$ cat src/rtl/md_sixbutton_reader.sv
// md_sixbutton_reader: console-side Mega Drive six-button pad poller.
// Walks TH through 8 half-phases, samples synchronized pins and commits a decoded snapshot.
module md_sixbutton_reader #(
  parameter int unsigned PHASE_CYCLES  = 500,
  parameter int unsigned SAMPLE_OFFSET = 400,
  parameter int unsigned GAP_CYCLES    = 100000,
  parameter bit          AUTO_POLL     = 1'b0
) (
  input  logic clk,
  input  logic reset,
  input  logic poll_req,
  input  logic p1,
  input  logic p2,
  input  logic p3,
  input  logic p4,
  input  logic p6,
  input  logic p9,
  output logic p7,
  output logic up,
  output logic dw,
  output logic lf,
  output logic rg,
  output logic a,
  output logic b,
  output logic c,
  output logic st,
  output logic x,
  output logic y,
  output logic z,
  output logic md,
  output logic present,
  output logic six_btn,
  output logic valid,
  output logic busy
);

  localparam int unsigned CNT_MAX = (GAP_CYCLES > PHASE_CYCLES) ? GAP_CYCLES : PHASE_CYCLES;
  localparam int unsigned CNT_W   = $clog2(CNT_MAX + 1);
  localparam int unsigned PIN_W   = 6;
  localparam int unsigned BTN_W   = 12;

  // Pin vector layout {p9,p6,p4,p3,p2,p1}
  localparam int unsigned PIN_P1 = 0;
  localparam int unsigned PIN_P2 = 1;
  localparam int unsigned PIN_P3 = 2;
  localparam int unsigned PIN_P4 = 3;
  localparam int unsigned PIN_P6 = 4;
  localparam int unsigned PIN_P9 = 5;

  // Button snapshot layout, active-low
  localparam int unsigned BTN_UP = 0;
  localparam int unsigned BTN_DW = 1;
  localparam int unsigned BTN_LF = 2;
  localparam int unsigned BTN_RG = 3;
  localparam int unsigned BTN_A  = 4;
  localparam int unsigned BTN_B  = 5;
  localparam int unsigned BTN_C  = 6;
  localparam int unsigned BTN_ST = 7;
  localparam int unsigned BTN_Z  = 8;
  localparam int unsigned BTN_Y  = 9;
  localparam int unsigned BTN_X  = 10;
  localparam int unsigned BTN_MD = 11;

  typedef enum logic [1:0] {
    ST_IDLE   = 2'd0,
    ST_POLL   = 2'd1,
    ST_COMMIT = 2'd2,
    ST_GAP    = 2'd3
  } state_e;

  logic [PIN_W-1:0] pins_raw;
  logic [PIN_W-1:0] sync1_q;
  logic [PIN_W-1:0] sync2_q;

  state_e           state_q, state_d;
  logic [CNT_W-1:0] cnt_q, cnt_d;
  logic [2:0]       phase_q, phase_d;

  // Only the phases that carry decoded information are kept
  logic [PIN_W-1:0] ph0_q, ph0_d;
  logic [3:0]       ph1_q, ph1_d;   // {p9,p6,p4,p3}
  logic [3:0]       ph5_q, ph5_d;   // {p4,p3,p2,p1}
  logic [3:0]       ph6_q, ph6_d;   // {p4,p3,p2,p1}

  logic [BTN_W-1:0] btn_q, btn_d;
  logic             present_q, present_d;
  logic             six_q, six_d;
  logic             valid_q, valid_d;
  logic             busy_q, busy_d;
  logic             p7_q, p7_d;

  assign pins_raw = {p9, p6, p4, p3, p2, p1};

  always_ff @(posedge clk or posedge reset) begin
    if (reset) begin
      sync1_q   <= '1;
      sync2_q   <= '1;
      state_q   <= ST_GAP;
      cnt_q     <= '0;
      phase_q   <= '0;
      ph0_q     <= '1;
      ph1_q     <= '1;
      ph5_q     <= '1;
      ph6_q     <= '1;
      btn_q     <= '1;
      present_q <= 1'b0;
      six_q     <= 1'b0;
      valid_q   <= 1'b0;
      busy_q    <= 1'b1;
      p7_q      <= 1'b1;
    end else begin
      sync1_q   <= pins_raw;
      sync2_q   <= sync1_q;
      state_q   <= state_d;
      cnt_q     <= cnt_d;
      phase_q   <= phase_d;
      ph0_q     <= ph0_d;
      ph1_q     <= ph1_d;
      ph5_q     <= ph5_d;
      ph6_q     <= ph6_d;
      btn_q     <= btn_d;
      present_q <= present_d;
      six_q     <= six_d;
      valid_q   <= valid_d;
      busy_q    <= busy_d;
      p7_q      <= p7_d;
    end
  end

  always_comb begin
    state_d   = state_q;
    cnt_d     = cnt_q;
    phase_d   = phase_q;
    ph0_d     = ph0_q;
    ph1_d     = ph1_q;
    ph5_d     = ph5_q;
    ph6_d     = ph6_q;
    btn_d     = btn_q;
    present_d = present_q;
    six_d     = six_q;
    valid_d   = 1'b0;

    case (state_q)
      ST_IDLE: begin
        if (poll_req || AUTO_POLL) begin
          state_d = ST_POLL;
          cnt_d   = '0;
          phase_d = '0;
        end
      end

      ST_POLL: begin
        if (cnt_q == CNT_W'(SAMPLE_OFFSET)) begin
          case (phase_q)
            3'd0:    ph0_d = sync2_q;
            3'd1:    ph1_d = sync2_q[PIN_P9:PIN_P3];
            3'd5:    ph5_d = sync2_q[PIN_P4:PIN_P1];
            3'd6:    ph6_d = sync2_q[PIN_P4:PIN_P1];
            default: ;
          endcase
        end
        if (cnt_q == CNT_W'(PHASE_CYCLES - 1)) begin
          cnt_d = '0;
          if (phase_q == 3'd7) begin
            state_d = ST_COMMIT;
          end else begin
            phase_d = phase_q + 3'd1;
          end
        end else begin
          cnt_d = cnt_q + CNT_W'(1);
        end
      end

      // All snapshot fields update together with the valid pulse
      ST_COMMIT: begin
        present_d = (ph1_q[PIN_P3 - PIN_P3] == 1'b0) && (ph1_q[PIN_P4 - PIN_P3] == 1'b0);
        six_d     = present_d && (ph5_q == 4'b0000);
        btn_d     = '1;
        if (present_d) begin
          btn_d[BTN_UP] = ph0_q[PIN_P1];
          btn_d[BTN_DW] = ph0_q[PIN_P2];
          btn_d[BTN_LF] = ph0_q[PIN_P3];
          btn_d[BTN_RG] = ph0_q[PIN_P4];
          btn_d[BTN_B]  = ph0_q[PIN_P6];
          btn_d[BTN_C]  = ph0_q[PIN_P9];
          btn_d[BTN_A]  = ph1_q[PIN_P6 - PIN_P3];
          btn_d[BTN_ST] = ph1_q[PIN_P9 - PIN_P3];
          if (six_d) begin
            btn_d[BTN_Z]  = ph6_q[PIN_P1];
            btn_d[BTN_Y]  = ph6_q[PIN_P2];
            btn_d[BTN_X]  = ph6_q[PIN_P3];
            btn_d[BTN_MD] = ph6_q[PIN_P4];
          end
        end
        valid_d = 1'b1;
        state_d = ST_GAP;
        cnt_d   = '0;
      end

      ST_GAP: begin
        if (cnt_q == CNT_W'(GAP_CYCLES - 1)) begin
          state_d = ST_IDLE;
          cnt_d   = '0;
        end else begin
          cnt_d = cnt_q + CNT_W'(1);
        end
      end

      default: begin
        state_d = ST_GAP;
        cnt_d   = '0;
      end
    endcase

    // TH and busy are registered from the next state so they line up with the phase
    p7_d   = !((state_d == ST_POLL) && phase_d[0]);
    busy_d = (state_d != ST_IDLE);
  end

  assign p7      = p7_q;
  assign up      = btn_q[BTN_UP];
  assign dw      = btn_q[BTN_DW];
  assign lf      = btn_q[BTN_LF];
  assign rg      = btn_q[BTN_RG];
  assign a       = btn_q[BTN_A];
  assign b       = btn_q[BTN_B];
  assign c       = btn_q[BTN_C];
  assign st      = btn_q[BTN_ST];
  assign x       = btn_q[BTN_X];
  assign y       = btn_q[BTN_Y];
  assign z       = btn_q[BTN_Z];
  assign md      = btn_q[BTN_MD];
  assign present = present_q;
  assign six_btn = six_q;
  assign valid   = valid_q;
  assign busy    = busy_q;

endmodule

$ cat config.mk
export PLATFORM = sky130hd
export DESIGN_NAME = md_sixbutton_reader
export DESIGN_NICKNAME = d
export VERILOG_FILES = /design/src/rtl/md_sixbutton_reader.sv
export SDC_FILE = /design/constraint.sdc
export NUM_CORES = 1
export LEC_CHECK = 0
export ABC_CLOCK_PERIOD_IN_PS = 3630
export BUFFER_PORTS_ARGS = -buffer_cell sky130_fd_sc_hd__buf_4
export CORE_MARGIN = 4
export CORE_UTILIZATION = 35
export DETAILED_ROUTE_END_ITERATION = 6
export GPL_ROUTABILITY_DRIVEN = 0
export PLACE_DENSITY = 0.56
export SLEW_MARGIN = 20
export SYNTH_ARGS = -nofsm -noshare
export SYNTH_HDL_FRONTEND = slang
export SYNTH_SLANG_ARGS = --single-unit
$ cat constraint.sdc
create_clock -name clk -period 3.63 [get_ports clk]
set_input_delay 0.1815 -clock clk [delete_from_list [all_inputs] [get_ports clk]]
set_output_delay 0.1815 -clock clk [all_outputs]
set_load 0.005 [all_outputs]
Yosys cells after proc, flatten, opt, wreduce, memory -nomap -nowiden
Cells that the tools add are included.
{"block": "word_totals", "register_bits": 69, "input_bits": 9, "output_inout_bits": 17, "wordCells": 64}
{"block": "classes", "add_sub_neg": 2, "n_eq_ne": 14, "muxes": 16, "n_bitwise": 2, "reduce_logical": 14}
{"cell": "one-hot mux 17 bit (4 select lines)", "count": 1}
{"cell": "2-to-1 mux 17 bit", "count": 3}
{"cell": "equality test 17 x 9 -> 1 bit (second input constant)", "count": 2}
{"cell": "adder 17 x 1 -> 17 bit (second input constant)", "count": 1}
{"cell": "equality test 17 bit (second input constant)", "count": 1}
{"cell": "2-to-1 mux 12 bit", "count": 1}
{"cell": "AND reduction 3 bit", "count": 4}
{"cell": "equality test 3 bit (second input constant)", "count": 3}
{"cell": "2-to-1 mux 3 bit", "count": 3}
{"cell": "2-to-1 mux 2 bit", "count": 4}
{"cell": "one-hot mux 2 bit (4 select lines)", "count": 1}
{"cell": "!= test 2 bit (second input constant)", "count": 3}
{"cell": "one-hot mux 3 bit (2 select lines)", "count": 1}
{"cell": "equality test 2 x 1 -> 1 bit (second input constant)", "count": 2}
{"cell": "equality test 2 bit (second input constant)", "count": 2}
{"cell": "zero test 4 bit", "count": 1}
{"cell": "2-to-1 mux 4 bit", "count": 1}
{"cell": "AND reduction 4 bit", "count": 1}
{"cell": "nonzero test 2 bit", "count": 2}
{"cell": "adder 3 x 1 -> 3 bit (second input constant)", "count": 1}
{"cell": "equality test 3 x 1 -> 1 bit (second input constant)", "count": 1}
{"cell": "logical AND 1 bit", "count": 3}
{"cell": "zero test 3 bit", "count": 1}
{"cell": "zero test 2 bit", "count": 1}
{"cell": "other kinds (3)", "count": 4}

Logic depth before layout (Yosys ltp)
Gate-level depths: netlist of run 1.
{"block": "depth", "word_depth": 7, "depth_mapped": 8, "mapped_depth_nobuf": 6}

Worst setup path after synthesis of run 1
OpenSTA, ideal clock, no wires.
{"block": "synth_path", "kind": "register -> register", "from": "register cnt_q[9]", "to": "register phase_q[1]", "setup_ns": 0.079, "arrival_ns": 2.070, "slack_ns": 1.481, "stages_incl_launch_ff": 6, "n_path_buf": 0, "period_less_slack_ns": 2.149, "cell_sequence": "dfrtp_1 -> or4b_1 -> or4_1 -> o41a_1 -> nor2_2 -> mux2i_1"}
{"block": "synth_between", "elab_chain_len": 3}
{"item": "start, declared", "line_no": "76", "source": "logic [CNT_W-1:0] cnt_q, cnt_d;"}
{"item": "start signal, assigned", "line_no": "115", "source": "cnt_q <= cnt_d;"}
{"item": "equality test 17 x 9 -> 1 bit", "line_no": "162", "source": "if (cnt_q == CNT_W'(PHASE_CYCLES - 1)) begin"}
{"item": "!= test 2 bit (no line)"}
{"item": "AND reduction 4 bit (no line)"}
{"item": "end signal, assigned", "line_no": "116", "source": "phase_q <= phase_d;"}
{"item": "end, declared", "line_no": "77", "source": "logic [2:0] phase_q, phase_d;"}
Every way passes these cells.
A chain may end at the register's enable or synchronous reset.

Worst setup path after layout of run 1
{"block": "layout_path", "from": "register cnt_q[11]", "to": "register ph0_q[2]"}
{"block": "layout_between", "elab_chain_len": 2}
{"item": "equality test 17 x 9 -> 1 bit", "line_no": "153", "source": "if (cnt_q == CNT_W'(SAMPLE_OFFSET)) begin"}
{"item": "AND reduction 3 bit (no line)"}
{"item": "end signal, assigned", "line_no": "117", "source": "ph0_q <= ph0_d;"}
{"item": "end, declared", "line_no": "80", "source": "logic [PIN_W-1:0] ph0_q, ph0_d;"}
Every way passes these cells.

==> results.sh, run 1 <==
export IMPL_ys_top_cells_by_area="dfstp_2 (40%), dfrtp_1 (19%), mux2_2 (6.8%)"
export IMPL_setup_violations_final=0
export IMPL_rows=33
export IMPL_post_cts_buffers=0
export IMPL_status="completed"
export IMPL_numCtsBuffers=9
export IMPL_clk_latency_ns=0.34
export IMPL_synthesis_area_sq_um=2990
export IMPL_r2r_start="cnt_q[11]$_DFFE_PP0N_"
export IMPL_slew_violations=0
export IMPL_die_h_um=100
export IMPL_cp_max_fo=6
export IMPL_yosysWarnings=0
export IMPL_synth_largest_area_cell="dfstp_2"
export IMPL_tritoncts="built"
export IMPL_drtAntennaViolNets=0
export IMPL_grt_usage=0.128
export IMPL_vias=1988
export IMPL_path_class="flop to flop"
export IMPL_io_buffers=25
export IMPL_post_drt_wl_per_cell_um=14.6
export IMPL_drive_above_1_share=0.385
export IMPL_drc=0
export IMPL_syn_inst=250
export IMPL_power_density_nw_per_um2=466
export IMPL_avgViaCountPerCell=5.02
export IMPL_routed_wl_um=5780
export IMPL_tns_ns=0
export IMPL_period_share=0.682
export IMPL_cts_root_buffer="clkbuf_8"
export IMPL_fin_nets=302
export IMPL_p_total_uw=1650
export IMPL_dr_pass1_iters=4
export IMPL_synth_cell_type_count=42
export IMPL_antenna_found_initial=0
export IMPL_rrSetupSlack_ns=1.16
export IMPL_synth_nets=266
export IMPL_critPathRequiredTime_ns=3.91
export IMPL_worst_ir_drop_vdd_mv=0.248
export IMPL_finalHoldViolCount=0
export IMPL_syn_area_per_cell_sq_um=12.0
export IMPL_ys_seq_area_frac=0.596
export IMPL_fmax_ghz=0.404
export IMPL_regToRegEndpoint="ph0_q[2]$_DFFE_PP1P_"
export IMPL_start_kind="flop"
export IMPL_die_area_sq_um=10100
export IMPL_worstSetupEndpointType="flop"
export IMPL_h_tree_depth=3
export IMPL_clkTransAtPathRegs_ns=0.08
export IMPL_grt_pass1_vias=2054
export IMPL_initial_core_util=0.362
export IMPL_synth_async_reset_ratio=1.00
export IMPL_rsz0062_at_grt="no"
export IMPL_synth_top_area_frac=0.404
export IMPL_grt_pass1_wl_um=10200
export IMPL_crit_path_end="ph0_q[2]$_DFFE_PP1P_"
export IMPL_slew_headroom=0.558
export IMPL_area_growth_pct=18.4
export IMPL_die_x_um=100
export IMPL_cp_startpoint="cnt_q[11]$_DFFE_PP0N_"
export IMPL_io_pins=26
export IMPL_diodes=0
export IMPL_crit_arrival_ns=2.75
export IMPL_period_needed_ns=2.47
export IMPL_synth_flop_cell="dfstp_2"
export IMPL_finClkSkew_ns=0.00926
export IMPL_hp_class="input pin to flop"
export IMPL_core_sq_um=8260
export IMPL_tightest_slew_ns=0.661
export IMPL_grt_max_degree=34
export IMPL_numClockSinks=69
export IMPL_gr_total_overflow=0
export IMPL_first_iter_violations=104
export IMPL_cts_max_path_buffers=2
export IMPL_place_hpwl_um=4000
export IMPL_rr_worst_depth=5
export IMPL_maxCapViolations=0
export IMPL_p_leak_uw=0.00152
export IMPL_synth_seq_cells=69
export IMPL_synth_edf_count=0
[worst max-delay path, cell delays in order, from the launching register on]
cell     delay, ns
dfrtp_1       0.44
nor4_1        0.60
nand2_1       0.21
nor3_1        0.36
and3b_1       0.41
mux2_2        0.38
[per-layer routing]
layer | track usage | up-vias | wire length, um
met5 | 0 | - | 0
met4 | 0.0394 | 0 | 85
met3 | 0.0450 | 11 | 233
met2 | 0.198 | 33 | 2750
met1 | 0.169 | 974 | 2710
li1 | - | 970 | -
[registers in the layout, indices dropped and copies added, names as in the netlist]
register  count
sync1_q       6
p7            1
ph6_q         4
ph1_q         4
present       1
sync2_q       6
btn_q        12
ph0_q         6
state_q       2
valid         1
phase_q       3
six_btn       1
cnt_q        17
busy          1
ph5_q         4
[repair_timing]
| action | CTS | global route |
|---|---|---|
| hold buffers | 7 | 0 |
| setup endpoints to repair | 0 | 0 |
| resized for setup | 0 | 0 |
| hold endpoints to repair | 14 | 0 |
[placed cells by master (no fill, tap or decap), types with 2 or more instances in the layout]
cell,n
dfstp_2,46
buf_4,28
nand2_1,27
dfrtp_1,23
mux2_2,18
o22a_1,12
o21ai_0,11
nand3_1,11
clkbuf_8,9
inv_1,8
and2_1,7
ha_1,7
dlygate4sd3_1,7
nand2b_1,5
and3_1,5
nand4_1,5
xor2_1,5
a31oi_1,5
nor2_1,5
or3_1,4
o31ai_1,4
nor4_1,3
nor3_1,3
and3b_1,2
and4_1,2
o21ai_1,2
mux2i_1,2
or2_2,2
inv_6,2
clkinv_4,2
[report_power, final]
group	switching (uW)	total, uW	internal (uW)
combinational	76.7	153	76.2
sequential	83.5	921	837
clock	318	576	258
[cells in the mapped netlist (all sizes together), types with 6 or more instances]
library cell / instances
dfstp: 46
nand2: 27
dfrtp: 23
mux2: 18
o21ai: 13
o22a: 12
nand3: 11
inv: 9
and2: 7
ha: 7
clkbuf: 6
nor2: 6
[cell type report]
type	count	area [sq um]
Clock buffer	9	124
Sequential cell	69	1780
Inverter	9	33.8
Timing Repair Buffer	35	280
Clock inverter	7	58.8
Fill cell	810	4710
Tap cell	105	131
Multi-Input combinational cell	162	1130
[kinds of logic after synthesis]
family / count (synthesis) / share of synthesized area
compound gates: 44 / 0.105
xor+xnor: 5 / 0.0146
fa+ha+maj: 7 / 0.0293
buf+inv: 19 / 0.0255
flops: 69 / 0.596
mux: 20 / 0.0744
simple gates: 86 / 0.155
[how the worst min path moves through the flow]
stage / start / to / slack [ns] / cells past startpoint
after global placement: p6 / sync1_q[4]$_DFF_PP1_ / 0.29 / 1
after global routing: poll_req / busy$_DFF_PP1_ / 0.16 / 3
after floorplan: p1 / sync1_q[0]$_DFF_PP1_ / 0.19 / 0
final: poll_req / busy$_DFF_PP1_ / 0.17 / 3
after CTS: poll_req / busy$_DFF_PP1_ / 0.16 / 3
after detailed placement: p1 / sync1_q[0]$_DFF_PP1_ / 0.29 / 1
[stage by stage]
step,hold WS [ns],setup WS [ns],cells,util,area [sq um]
final,0.171,1.16,396,0.429,3540
after global placement,0.290,1.23,373,0.398,3290
after CTS,0.157,1.16,396,0.429,3540
after global routing,0.161,1.02,396,0.429,3540
after detailed placement,0.292,1.19,373,0.398,3290
after floorplan,0.186,1.48,250,-,2990
(Power assumes the default switching activity.)
==> run 2, diff against run 1 <==
--- a/config.mk
+++ b/config.mk
@@ -5,7 +5,7 @@
 export SDC_FILE = /design/constraint.sdc
 export NUM_CORES = 1
 export LEC_CHECK = 0
-export ABC_CLOCK_PERIOD_IN_PS = 3630
+export ABC_CLOCK_PERIOD_IN_PS = 2600
 export BUFFER_PORTS_ARGS = -buffer_cell sky130_fd_sc_hd__buf_4
 export CORE_MARGIN = 4
 export CORE_UTILIZATION = 35
==> constraint.sdc (replaced) <==
create_clock -name clk -period 2.6 [get_ports clk]
set_input_delay 0.13 -clock clk [delete_from_list [all_inputs] [get_ports clk]]
set_output_delay 0.13 -clock clk [all_outputs]
set_load 0.005 [all_outputs]
==> results.sh, run 2 (same netlist as run 1, synthesis figures left out) <==
export IMPL_setup_violations_final=0
export IMPL_tns_ns=0
export IMPL_crit_arrival_ns=2.66
export IMPL_fin_util=0.431
export IMPL_drive_above_1_share=0.382
export IMPL_path_class="flop to flop"
export IMPL_cts_resized=0
export IMPL_n_fill_cell=786
export IMPL_rows=33
export IMPL_grt_pass1_wl_um=9810
export IMPL_worstHoldStart="poll_req"
export IMPL_fin_nets=304
export IMPL_start_kind="flop"
export IMPL_top_regs="cnt_q x17, btn_q x12"
export IMPL_r2r_start="cnt_q[9]$_DFFE_PP0N_"
export IMPL_slew_headroom=0.571
export IMPL_dr_pass1_iters=4
export IMPL_fmax_ghz=0.417
export IMPL_cp_startpoint="cnt_q[9]$_DFFE_PP0N_"
export IMPL_gr_total_overflow=0
export IMPL_numCtsBuffers=9
export IMPL_rr_worst_depth=5
export IMPL_grt_met2_usage=0.206
export IMPL_area_growth_pct=18.9
export IMPL_clk_latency_ns=0.33
export IMPL_antenna_found_initial=0
export IMPL_hp_class="input pin to flop"
export IMPL_cts_root_buffer="clkbuf_8"
export IMPL_die_area_sq_um=10100
export IMPL_drtAntennaViolNets=0
export IMPL_drc=0
export IMPL_seq_area_sq_um=1780
export IMPL_tritoncts="built"
export IMPL_cp_max_fo=7
export IMPL_die_x_um=100
export IMPL_largest_register="cnt_q"
export IMPL_clkTransAtPathRegs_ns=0.07
export IMPL_slew_violations=0
export IMPL_status="completed"
export IMPL_grt_util_met1=0.152
export IMPL_initial_core_util=0.362
export IMPL_grt_pass1_vias=2043
export IMPL_holdPathStages=4
export IMPL_worst_ir_drop_vdd_mv=0.180
export IMPL_numClockSinks=69
export IMPL_h_tree_depth=3
export IMPL_place_hpwl_um=3870
export IMPL_place_area_sq_um=3320
export IMPL_critPathRequiredTime_ns=2.86
export IMPL_core_sq_um=8260
export IMPL_maxCapViolations=0
export IMPL_use_met3=0.0388
export IMPL_power_density_nw_per_um2=634
export IMPL_p_leak_uw=0.00153
export IMPL_avgViaCountPerCell=5.04
export IMPL_worstSetupEndpointType="flop"
export IMPL_die_h_um=100
export IMPL_p_total_uw=2250
export IMPL_layout_commonest_cell="dfstp_2"
export IMPL_tightest_slew_ns=0.638
export IMPL_finClkSkew_ns=0.0103
export IMPL_largest_reg_flops=17
export IMPL_period_needed_ns=2.40
export IMPL_diodes=0
export IMPL_cts_max_path_buffers=2
export IMPL_multi_input_area_sq_um=1130
export IMPL_top_usage_layer="met2"
export IMPL_grt_max_degree=70
export IMPL_grt_usage=0.124
export IMPL_post_drt_wl_per_cell_um=14.3
export IMPL_first_iter_violations=78
export IMPL_vias=2004
export IMPL_finalHoldViolCount=0
export IMPL_io_pins=26
export IMPL_rsz0062_at_grt="no"
export IMPL_final_cell_mix="dfstp_2 (46), buf_4 (29), nand2_1 (27), dfrtp_1 (23), mux2_2 (18)"
export IMPL_routed_wl_um=5710
export IMPL_hold_ws_ns=0.166
export IMPL_fin_area_sq_um=3560
export IMPL_period_share=0.922
export IMPL_io_buffers=25
-- run 2: layout make-up --
cell class / count / share of cell area
Multi-Input combinational cell: 162 / 0.318
Clock inverter: 4 / 0.00633
Tap cell: 105 / 0.0369
Clock buffer: 12 / 0.0408
Inverter: 9 / 0.00950
Timing Repair Buffer: 37 / 0.0866
Sequential cell: 69 / 0.502
-- run 2: power by group --
group | switching (uW) | total [uW] | leakage [uW] | internal (uW)
clock | 385 | 756 | 0.0000910 | 371
combinational | 104 | 215 | 0.000664 | 110
sequential | 113 | 1280 | 0.000773 | 1170
total | 602 | 2250 | 0.00153 | 1650
-- run 2: metal layers --
metal / part of all wire / routed length [um]
met1: 0.45 / 2600
met2: 0.49 / 2780
met3: 0.046 / 265
met4: 0.011 / 63
met5: 0 / 0
-- run 2: metrics by stage --
step | worst slack (ns) | cells
after detailed placement | 0.212 | 375
after global placement | 0.251 | 375
final | 0.203 | 398
after CTS | 0.198 | 398
after floorplan | 0.451 | 250
after global routing | 0.0448 | 398
-- run 2: timing repair --
| action | 4_1_cts | 5_1_grt |
|---|---|---|
| endpoints found under the hold margin | 29 | 0 |
| hold buffers | 7 | 0 |
| buffers inserted | 0 | 0 |
-- run 2: final timing paths --
kind | to | slack (ns)
setup reg to reg | ph0_q[4]$_DFFE_PP1P_ | 0.20
setup / recovery | ph0_q[4]$_DFFE_PP1P_ | 0.20
hold reg to reg | sync2_q[4]$_DFF_PP1_ | 0.36
max in group asynchronous | sync2_q[3]$_DFF_PP1_ | 1.83
min in group asynchronous | cnt_q[5]$_DFFE_PP0N_ | 0.39
hold / removal | cnt_q[11]$_DFFE_PP0N_ | 0.17
-- run 2: critical path: stages (launching register included) --
cell,delay [ns]
dfrtp_1,0.44
or4b_1,0.57
nand2b_1,0.19
nor3_1,0.35
and3b_1,0.39
mux2_2,0.38
==> run 3, diff against run 2 <==
--- a/config.mk
+++ b/config.mk
@@ -8,10 +8,10 @@
 export ABC_CLOCK_PERIOD_IN_PS = 2600
 export BUFFER_PORTS_ARGS = -buffer_cell sky130_fd_sc_hd__buf_4
 export CORE_MARGIN = 4
-export CORE_UTILIZATION = 35
+export CORE_UTILIZATION = 40
 export DETAILED_ROUTE_END_ITERATION = 6
 export GPL_ROUTABILITY_DRIVEN = 0
-export PLACE_DENSITY = 0.56
+export PLACE_DENSITY = 0.61
 export SLEW_MARGIN = 20
 export SYNTH_ARGS = -nofsm -noshare
 export SYNTH_HDL_FRONTEND = slang
==> results.sh, run 3 (same netlist as run 1, synthesis figures left out) <==
export IMPL_crit_slowest_cell="or4b_1"
export IMPL_layout_commonest_cell="dfstp_2"
export IMPL_cp_startpoint="cnt_q[9]$_DFFE_PP0N_"
export IMPL_p_total_uw=2390
export IMPL_diodes=0
export IMPL_path_cells="or4b_1 -> nand2b_1 -> nor3_1 -> and3b_1 -> mux2_2"
export IMPL_grt_pass1_vias=2086
export IMPL_worst_ir_drop_vdd_mv=0.242
export IMPL_grt_usage=0.143
export IMPL_slew_headroom=0.310
export IMPL_fin_nets=303
export IMPL_tns_ns=0
export IMPL_dp_cells=369
export IMPL_clk_latency_ns=0.34
export IMPL_rsz0062_at_grt="no"
export IMPL_cp_max_fo=7
export IMPL_tightest_slew_ns=1.03
export IMPL_drc=0
export IMPL_fmax_ghz=0.424
export IMPL_regToRegEndpoint="ph0_q[1]$_DFFE_PP1P_"
export IMPL_io_buffers=25
export IMPL_top_regs="cnt_q x17, btn_q x12"
export IMPL_die_h_um=94.5
export IMPL_period_needed_ns=2.36
export IMPL_layout_cells_non_filler=391
export IMPL_largest_register="cnt_q"
export IMPL_hp_class="input pin to asynchronous set/reset pin"
export IMPL_rrSetupSlack_ns=0.24
export IMPL_dp_slack_ns=0.234
export IMPL_start_kind="flop"
export IMPL_rr_worst_depth=5
export IMPL_dr_pass1_iters=4
export IMPL_setup_violations_final=0
export IMPL_critPathRequiredTime_ns=2.87
export IMPL_cts_resized=0
export IMPL_cts_root_buffer="clkbuf_8"
export IMPL_routed_wl_um=5580
export IMPL_drive_above_1_share=0.390
export IMPL_avgViaCountPerCell=5.10
export IMPL_initial_core_util=0.412
export IMPL_finalWorstSetupSlack_ns=0.242
export IMPL_maxCapViolations=0
export IMPL_drtAntennaViolNets=0
export IMPL_post_drt_wl_per_cell_um=14.3
export IMPL_numCtsBuffers=9
export IMPL_crit_path_end="ph0_q[1]$_DFFE_PP1P_"
export IMPL_die_x_um=94.5
export IMPL_gr_total_overflow=0
export IMPL_p_leak_uw=0.00153
export IMPL_area_growth_pct=19.2
export IMPL_post_cts_buffers=0
export IMPL_status="completed"
export IMPL_tritoncts="built"
export IMPL_die_area_sq_um=8930
export IMPL_vias=1995
export IMPL_first_iter_violations=93
export IMPL_period_share=0.907
export IMPL_clkTransAtPathRegs_ns=0.07
export IMPL_largest_reg_flops=17
export IMPL_rows=31
export IMPL_final_cell_mix="dfstp_2 (46), buf_4 (30), nand2_1 (27), dfrtp_1 (23), mux2_2 (18)"
export IMPL_numClockSinks=69
export IMPL_grt_max_degree=70
export IMPL_slowest_delay_ns=0.56
export IMPL_h_tree_depth=3
export IMPL_finClkSkew_ns=0.00762
export IMPL_grt_pass1_wl_um=9840
export IMPL_io_pins=26
export IMPL_crit_arrival_ns=2.63
export IMPL_finalHoldViolCount=0
export IMPL_postCtsHoldBufs=6
export IMPL_core_sq_um=7250
export IMPL_place_hpwl_um=3780
export IMPL_power_density_nw_per_um2=671
export IMPL_path_class="flop to flop"
export IMPL_worstSetupEndpointType="flop"
export IMPL_cts_max_path_buffers=2
export IMPL_antenna_found_initial=0
export IMPL_r2r_start="cnt_q[9]$_DFFE_PP0N_"
export IMPL_slew_violations=0
-- run 3: how the worst min path moves through the flow --
stage	from	to	slack, ns
after floorplan	p1	sync1_q[0]$_DFF_PP1_	0.13
after global placement	p1	sync1_q[0]$_DFF_PP1_	0.24
after detailed placement	p2	sync1_q[1]$_DFF_PP1_	0.24
after CTS	reset	cnt_q[16]$_DFFE_PP0N_	0.06
after global routing	reset	cnt_q[15]$_DFFE_PP0N_	0.11
final	reset	cnt_q[3]$_DFFE_PP0N_	0.04
-- run 3: report_power, final --
part	switching [uW]	leakage [uW]	internal, uW
clock	406	0.000106	496
sequential	112	0.000773	1170
combinational	104	0.000655	107
-- run 3: layer usage --
layer | GRT usage | wire (um) | vias to the layer above
li1 | - | - | 971
met1 | 0.173 | 2560 | 993
met2 | 0.236 | 2760 | 24
met3 | 0.0414 | 176 | 7
met4 | 0.0649 | 80 | 0
met5 | 0 | 0 | -
-- run 3: through the flow --
step	hold WS [ns]	util	instance area (sq um)
2_1_floorplan	0.134	-	2990
3_3_place_gp	0.238	0.455	3300
3_5_place_dp	0.240	0.455	3300
4_1_cts	0.0590	0.492	3570
5_1_grt	0.113	0.492	3570
6_report	0.0406	0.492	3570
-- run 3: layout make-up --
type	count	area [sq um]
Fill cell	662	3690
Sequential cell	69	1780
Multi-Input combinational cell	162	1130
Timing Repair Buffer	36	285
Clock buffer	11	151
Tap cell	99	124
Clock inverter	5	57.6
Inverter	9	33.8
-- run 3: critical path: cells and delay by family (launching register included) --
kind / cells / cell delay [ns]
flip-flops: 1 / 0.44
AND/OR/NAND/NOR: 4 / 1.47
multiplexers: 1 / 0.38
